===== config.mk =====
export PLATFORM = sky130hd
export DESIGN_NAME = branch_target_predictor
export DESIGN_NICKNAME = d
export VERILOG_FILES = /design/src/rtl/branch_target_predictor.sv
export SDC_FILE = /design/constraint.sdc
export NUM_CORES = 1
export LEC_CHECK = 0
export CAP_MARGIN = 20
export CORE_UTILIZATION = 35
export DETAILED_ROUTE_END_ITERATION = 12
export GPL_TIMING_DRIVEN = 0
export PLACE_DENSITY = 0.6
export REMOVE_ABC_BUFFERS = 1
export SETUP_SLACK_MARGIN = 0.1
export SYNTH_ARGS = -nofsm -noshare
export SYNTH_HDL_FRONTEND = slang
export SYNTH_SLANG_ARGS = --single-unit
export TNS_END_PERCENT = 100

===== constraint.sdc =====
create_clock -name clk -period 10.8 [get_ports clk]
set_input_delay 2.7 -clock clk [delete_from_list [all_inputs] [get_ports clk]]
set_output_delay 2.7 -clock clk [all_outputs]
set_load 0.02 [all_outputs]

===== src/rtl/branch_target_predictor.sv =====
// Branch target buffer with 2-bit saturating direction counters and a
// saturating mispredict counter. Lookup is combinational from the current
// fetch PC; resolved branches train the table through the update port.
module branch_target_predictor #(
  parameter int ADDR_W  = 32,
  parameter int ENTRIES = 16,
  parameter int CNT_W   = 16
) (
  input  logic              clk,
  input  logic              reset_in,
  input  logic [ADDR_W-1:0] lookup_pc_in,
  output logic              pred_taken_out,
  output logic [ADDR_W-1:0] pred_target_out,
  input  logic              update_valid_in,
  input  logic [ADDR_W-1:0] update_pc_in,
  input  logic              update_taken_in,
  input  logic [ADDR_W-1:0] update_target_in,
  input  logic              update_pred_in,
  input  logic              flush_in,
  output logic [CNT_W-1:0]  mispredict_cnt_out
);

  localparam int IDX_W = $clog2(ENTRIES);
  localparam int TAG_W = ADDR_W - IDX_W - 2;

  typedef enum logic [1:0] {
    STRONG_NT = 2'b00,
    WEAK_NT   = 2'b01,
    WEAK_T    = 2'b10,
    STRONG_T  = 2'b11
  } ctr_e;

  // Table storage
  logic              valid_q  [ENTRIES];
  ctr_e              ctr_q    [ENTRIES];
  logic [TAG_W-1:0]  tag_q    [ENTRIES];
  logic [ADDR_W-1:0] target_q [ENTRIES];
  logic [CNT_W-1:0]  mis_cnt_q;

  // Lookup-side decode
  logic [IDX_W-1:0] lk_idx;
  logic [TAG_W-1:0] lk_tag;
  logic             lk_hit;

  // Update-side decode
  logic [IDX_W-1:0] up_idx;
  logic [TAG_W-1:0] up_tag;
  logic             up_hit;
  logic             up_alloc;
  logic             up_train;
  logic             up_mispredict;

  // Byte-offset bits of the PCs do not take part in indexing or tagging.
  logic unused_pc_lsbs;
  assign unused_pc_lsbs = ^{lookup_pc_in[1:0], update_pc_in[1:0]};

  function automatic ctr_e ctr_inc(input ctr_e c);
    return (c == STRONG_T) ? STRONG_T : ctr_e'(c + 2'd1);
  endfunction

  function automatic ctr_e ctr_dec(input ctr_e c);
    return (c == STRONG_NT) ? STRONG_NT : ctr_e'(c - 2'd1);
  endfunction

  assign lk_idx = lookup_pc_in[IDX_W+1:2];
  assign lk_tag = lookup_pc_in[ADDR_W-1:IDX_W+2];
  assign up_idx = update_pc_in[IDX_W+1:2];
  assign up_tag = update_pc_in[ADDR_W-1:IDX_W+2];

  // Predict from the registered table; a same-cycle update is not forwarded.
  always_comb begin
    // NOTE: every always_comb output gets a default first so no path can infer a latch.
    pred_taken_out  = 1'b0;
    pred_target_out = lookup_pc_in + ADDR_W'(4);
    lk_hit          = valid_q[lk_idx] && (tag_q[lk_idx] == lk_tag);
    if (lk_hit && (ctr_q[lk_idx] inside {WEAK_T, STRONG_T})) begin
      pred_taken_out  = 1'b1;
      pred_target_out = target_q[lk_idx];
    end
  end

  // Classify the resolved branch: train an existing entry or allocate on taken.
  // A flush in the same cycle suppresses all table writes.
  always_comb begin
    up_hit        = valid_q[up_idx] && (tag_q[up_idx] == up_tag);
    up_train      = update_valid_in && !flush_in && up_hit;
    up_alloc      = update_valid_in && !flush_in && !up_hit && update_taken_in;
    up_mispredict = update_valid_in && (update_taken_in != update_pred_in);
  end

  // Valid bits and direction counters: reset, flush, allocate, train.
  always_ff @(posedge clk or negedge reset_in) begin
    if (!reset_in) begin
      for (int i = 0; i < ENTRIES; i++) begin
        // NOTE: sequential state uses non-blocking assignments so every flop samples pre-edge values.
        valid_q[i] <= 1'b0;
        ctr_q[i]   <= WEAK_NT;
      end
    end else if (flush_in) begin
      for (int i = 0; i < ENTRIES; i++) begin
        valid_q[i] <= 1'b0;
      end
    end else if (up_alloc) begin
      valid_q[up_idx] <= 1'b1;
      ctr_q[up_idx]   <= WEAK_T;
    end else if (up_train) begin
      ctr_q[up_idx] <= update_taken_in ? ctr_inc(ctr_q[up_idx]) : ctr_dec(ctr_q[up_idx]);
    end
  end

  // Tags and targets: written on allocation, target refreshed on a taken hit.
  // NOTE: tag/target arrays carry no reset; they are only observed through a valid bit, which is reset.
  always_ff @(posedge clk) begin
    if (up_alloc) begin
      tag_q[up_idx]    <= up_tag;
      target_q[up_idx] <= update_target_in;
    end else if (up_train && update_taken_in) begin
      target_q[up_idx] <= update_target_in;
    end
  end

  // Mispredict statistics: saturating, cleared only by reset, unaffected by flush.
  always_ff @(posedge clk or negedge reset_in) begin
    if (!reset_in) begin
      mis_cnt_q <= '0;
    end else if (up_mispredict && (mis_cnt_q != {CNT_W{1'b1}})) begin
      mis_cnt_q <= mis_cnt_q + CNT_W'(1);
    end
  end

  assign mispredict_cnt_out = mis_cnt_q;

endmodule


==> run_results.csv, run 1 <==
group,metric,value,unit
logic_synthesis,synth_area_leader_cell,"edfxtp_1",
logic_synthesis,synth.yosys.seq_area_share,67.10,%
critical_path,cp_slowest_cell,"mux4_1",
run_status,status,"finished, violations left",
clock_network,cts_hold_buf,0,
critical_path,critPathMaxFanout,64,
sta,fmax,95.68,MHz
critical_path,cpPeakStageDelay,610,ps
logic_synthesis,ys_ff_latch,992,
sta,whs,477.0,ps
pwr,peakVddDrop,0.1346,mV
route,drt-initial-drc-count,2292,
die,dieArea,127000,um^2
logic_synthesis,avgSynthCellArea,19.51,um^2
critical_path,required,8100,ps
place,numPortBuffers,148,
sta,rsz0062_at_grt,"false",
clock_network,clock_sinks,992,
logic_synthesis,synth_simple_gate_area_share,3.058,%
sta,fin_worst_skew,39.71,ps
logic_synthesis,async_reset_ff_share,6.452,%
clock_network,cts-root-to-sink-buffers,3,
die,die_h,356.3,um
logic_synthesis,syn_inst,2252,
logic_synthesis,synth_area_leaders,"edfxtp_1 (63%), mux4_2 (17%), mux2i_1 (4.2%), dfrtp_1 (2.7%), xnor2_1 (1.3%)",
logic_synthesis,synth_cell_type_count,61,
route,drt-wirelength-per-cell,28.66,um
route,firstDrtPassIters,9,
final_layout,finish.utilization,41.47,%
sta,worst_slew_pin_slew,1155,ps
clock_network,clock_tree.root_cell,"clkbuf_16",
sta,final_hold_viol_count,0,
sta,slew_headroom,22.91,%
sta,finalCritPeriodShare,96.78,%
sta,setup_viol,0,
die,initial_core_util,35.41,%
die,die_w,356.3,um
critical_path,crit_family,"buffers and inverters",
logic_synthesis,synth_top_family_by_area,"multiplexers",
place,dp_hpwl,75590,um
die,ioPinCount,151,
global_route,overflow,0,
die,num_rows,129,
route,remaining_drc_errors,18,
logic_synthesis,yosys-top-cells-count,"edfxtp_1 (928), mux4_2 (338), mux2i_1 (183)",
sta,finalMaxSlewViolations,0,
final_layout,fin_nets,2527,
pwr,pwr_density_cell,165.2,nW/um^2
global_route,grt_max_degree,100,
final_layout,layout-drive-gt1-share,26.70,%
final_layout,area_growth,17.14,%
logic_synthesis,synth_top_cell_area_share,63.41,%
critical_path,criticalPathCategory,"in2out",
logic_synthesis,synth_edf_count,928,
critical_path,crit_buf_inv,6,
critical_path,path_common_cell,"buf_6",
logic_synthesis,syn-cell-area,43950,um^2
global_route,grt_pass1_wl,171500,um
logic_synthesis,yosysMostFrequentCell,"edfxtp_1",
pwr,power_leakage,16.80,nW
clock_network,cts_buffers,102,
clock_network,insertion_delay,710,ps
critical_path,critPathCaptureType,"primary output",
logic_synthesis,yosys.area_share.adder,0.1481,%
global_route,grtUsageTotal,18.71,%
route,drt_wl_total,118800,um
logic_synthesis,yosysWarnings,0,
route,ant_nets,0,
logic_synthesis,synth_mux_area_share,23.64,%
place,place.gp.congestion,0.8144,
route,num_vias,23071,
logic_synthesis,synth_compound_area_share,1.973,%
worst_hold_path,hold_class,"reg2reg",
die,core_area,124100,um^2
critical_path,startpoint_type,"primary input",
route,viasPerCell,5.563,
clock_network,htree_levels,3,
logic_synthesis,ys.flop_type,"edfxtp_1",
global_route,first_global_vias,24219,
clock_network,path_clk_slew,60,ps
sta,period_needed,10450,ps
logic_synthesis,synthXorXnorAreaFrac,2.070,%
run_status,violations,"DRC",
run,maxCapViolCount,0,
critical_path,crit_chain,"buf_8, buf_16, mux4_1, mux4_2, xnor2_1, nand2_1, a2111oi_1, nand2_1, nor4_4, buf_6, buf_6, buf_6, mux2_4, clkdlybuf4s50_1",
critical_path,worstPathArrival,7750,ps
clock_network,cts_tree,"built",
global_route,antenna_found_initial,12,
## logic make-up after synthesis
logic type | count (synthesis)
multiplexers | 582
AO/OA/AOI/OAI | 119
XOR/XNOR | 103
buffers and inverters | 175
adder cells (fa/ha/maj) | 6
AND/OR/NAND/NOR | 275
flip-flops | 992
## metal layers
| metal | global-route usage, % | routed length [um] |
|---|---|---|
| met1 | 24.96 | 49050 |
| met2 | 30.90 | 58330 |
| met3 | 4.123 | 9022 |
| met4 | 4.918 | 2340 |
| met5 | 0 | 103 |
## timing repair
item / 4_1_cts / 5_1_grt
gates resized for setup: 0 / 1
endpoints found under the setup margin: 0 / 1
hold endpoints to repair: 0 / 0
buffers inserted: 0 / 0
## metrics by stage
step | cell area (um^2) | cells | TNS, ps | setup slack [ps] | power (mW)
4_1_cts | 51460 | 4143 | 0 | 170.1 | 8.575
3_3_place_gp | 46730 | 3898 | -5692060 | -16850 | 5.212
3_5_place_dp | 48080 | 3956 | 0 | 195.8 | 5.055
6_report | 51480 | 4147 | 0 | 348.0 | 8.504
5_1_grt | 51470 | 4145 | 0 | 120.7 | 8.764
2_1_floorplan | 43200 | 2113 | 0 | 1367 | 4.683
## cell usage in the layout (no fill, tap or decap), drive strengths merged, types with 4 or more instances in the layout
cell type and n:
mux4 348, dfrtp 48, mux2 51, clkinv 48, a21oi 13, a221oi 10, bufinv 11, o22ai 22
buf 66, clkbuf 121, edfxtp 928, nor4 4, nor2 71, nand4 32, o211ai 4, or2 8
dfstp 16, mux2i 183, xnor2 64, and3 12, nand2 69, nand3 45, xor2 39, inv 40
a22oi 25, nor2b 11, maj3 4, diode 4, a2111oi 4, o21ai 13, and4 5, clkdlybuf4s50 140
nor3 7, a22o 8
## final cells by class
| class | count | area [um^2] |
|---|---|---|
| antenna | 4 | 10.01 |
| clock buffer | 121 | 2685 |
| clock inverter | 66 | 693.2 |
| fill | 10728 | 72640 |
| inverter | 36 | 135.1 |
| multi-input combinational | 1085 | 13740 |
| sequential | 992 | 29490 |
| tap | 1637 | 2048 |
| timing repair buffer | 206 | 2676 |
## worst min-delay path, cell delays in order (launching register included)
cell,delay [ps]
dfstp_2,360
nand2_1,50
mux2i_1,60
## path summary, 6_finish.rpt
path,depth (start not counted),slack (ps),startpoint,endpoint
min in group asynchronous,1,1940,reset_in,mispredict_cnt_out[13]
hold / removal,2,480,ctr_q[2],ctr_q[2]
hold reg to reg,2,480,ctr_q[2],ctr_q[2]
setup / recovery,14,350,lookup_pc_in[2],pred_target_out[7]
setup reg to reg,9,5810,tag_q[4][5],tag_q[11][4]
max in group asynchronous,3,8110,reset_in,ctr_q[30]
## power by group
part / internal (mW) / switching [mW] / leakage, nW
clock network: 2.04 / 1.49 / 1.64
logic: 0.309 / 0.376 / 6.00
registers: 4.25 / 0.0355 / 9.15
## registers in the layout (all words and copies together), names as in the netlist
| signal | cells |
|---|---|
| target_q | 512 |
| tag_q | 416 |
| mispredict_cnt_out | 16 |
| valid_q | 16 |
| ctr_q | 32 |
(Power assumes the default switching activity.)
==> run 2: changes to the inputs <==
==> constraint.sdc (replaced) <==
create_clock -name clk -period 10.8 [get_ports clk]
set_input_delay 2.7 -clock clk [delete_from_list [all_inputs] [get_ports clk]]
set_output_delay 2.7 -clock clk [all_outputs]
set_load 0.01 [all_outputs]
==> results of run 2 <==
Same layout as run 1 (identical final DEF). Status: finished, violations left: DRC.
Among the figures that moved: setup slack after placement 195.8 ps -> 250.1 ps; setup slack after layout 348.0 ps -> 402.4 ps; total power 8.504 mW -> 8.491 mW
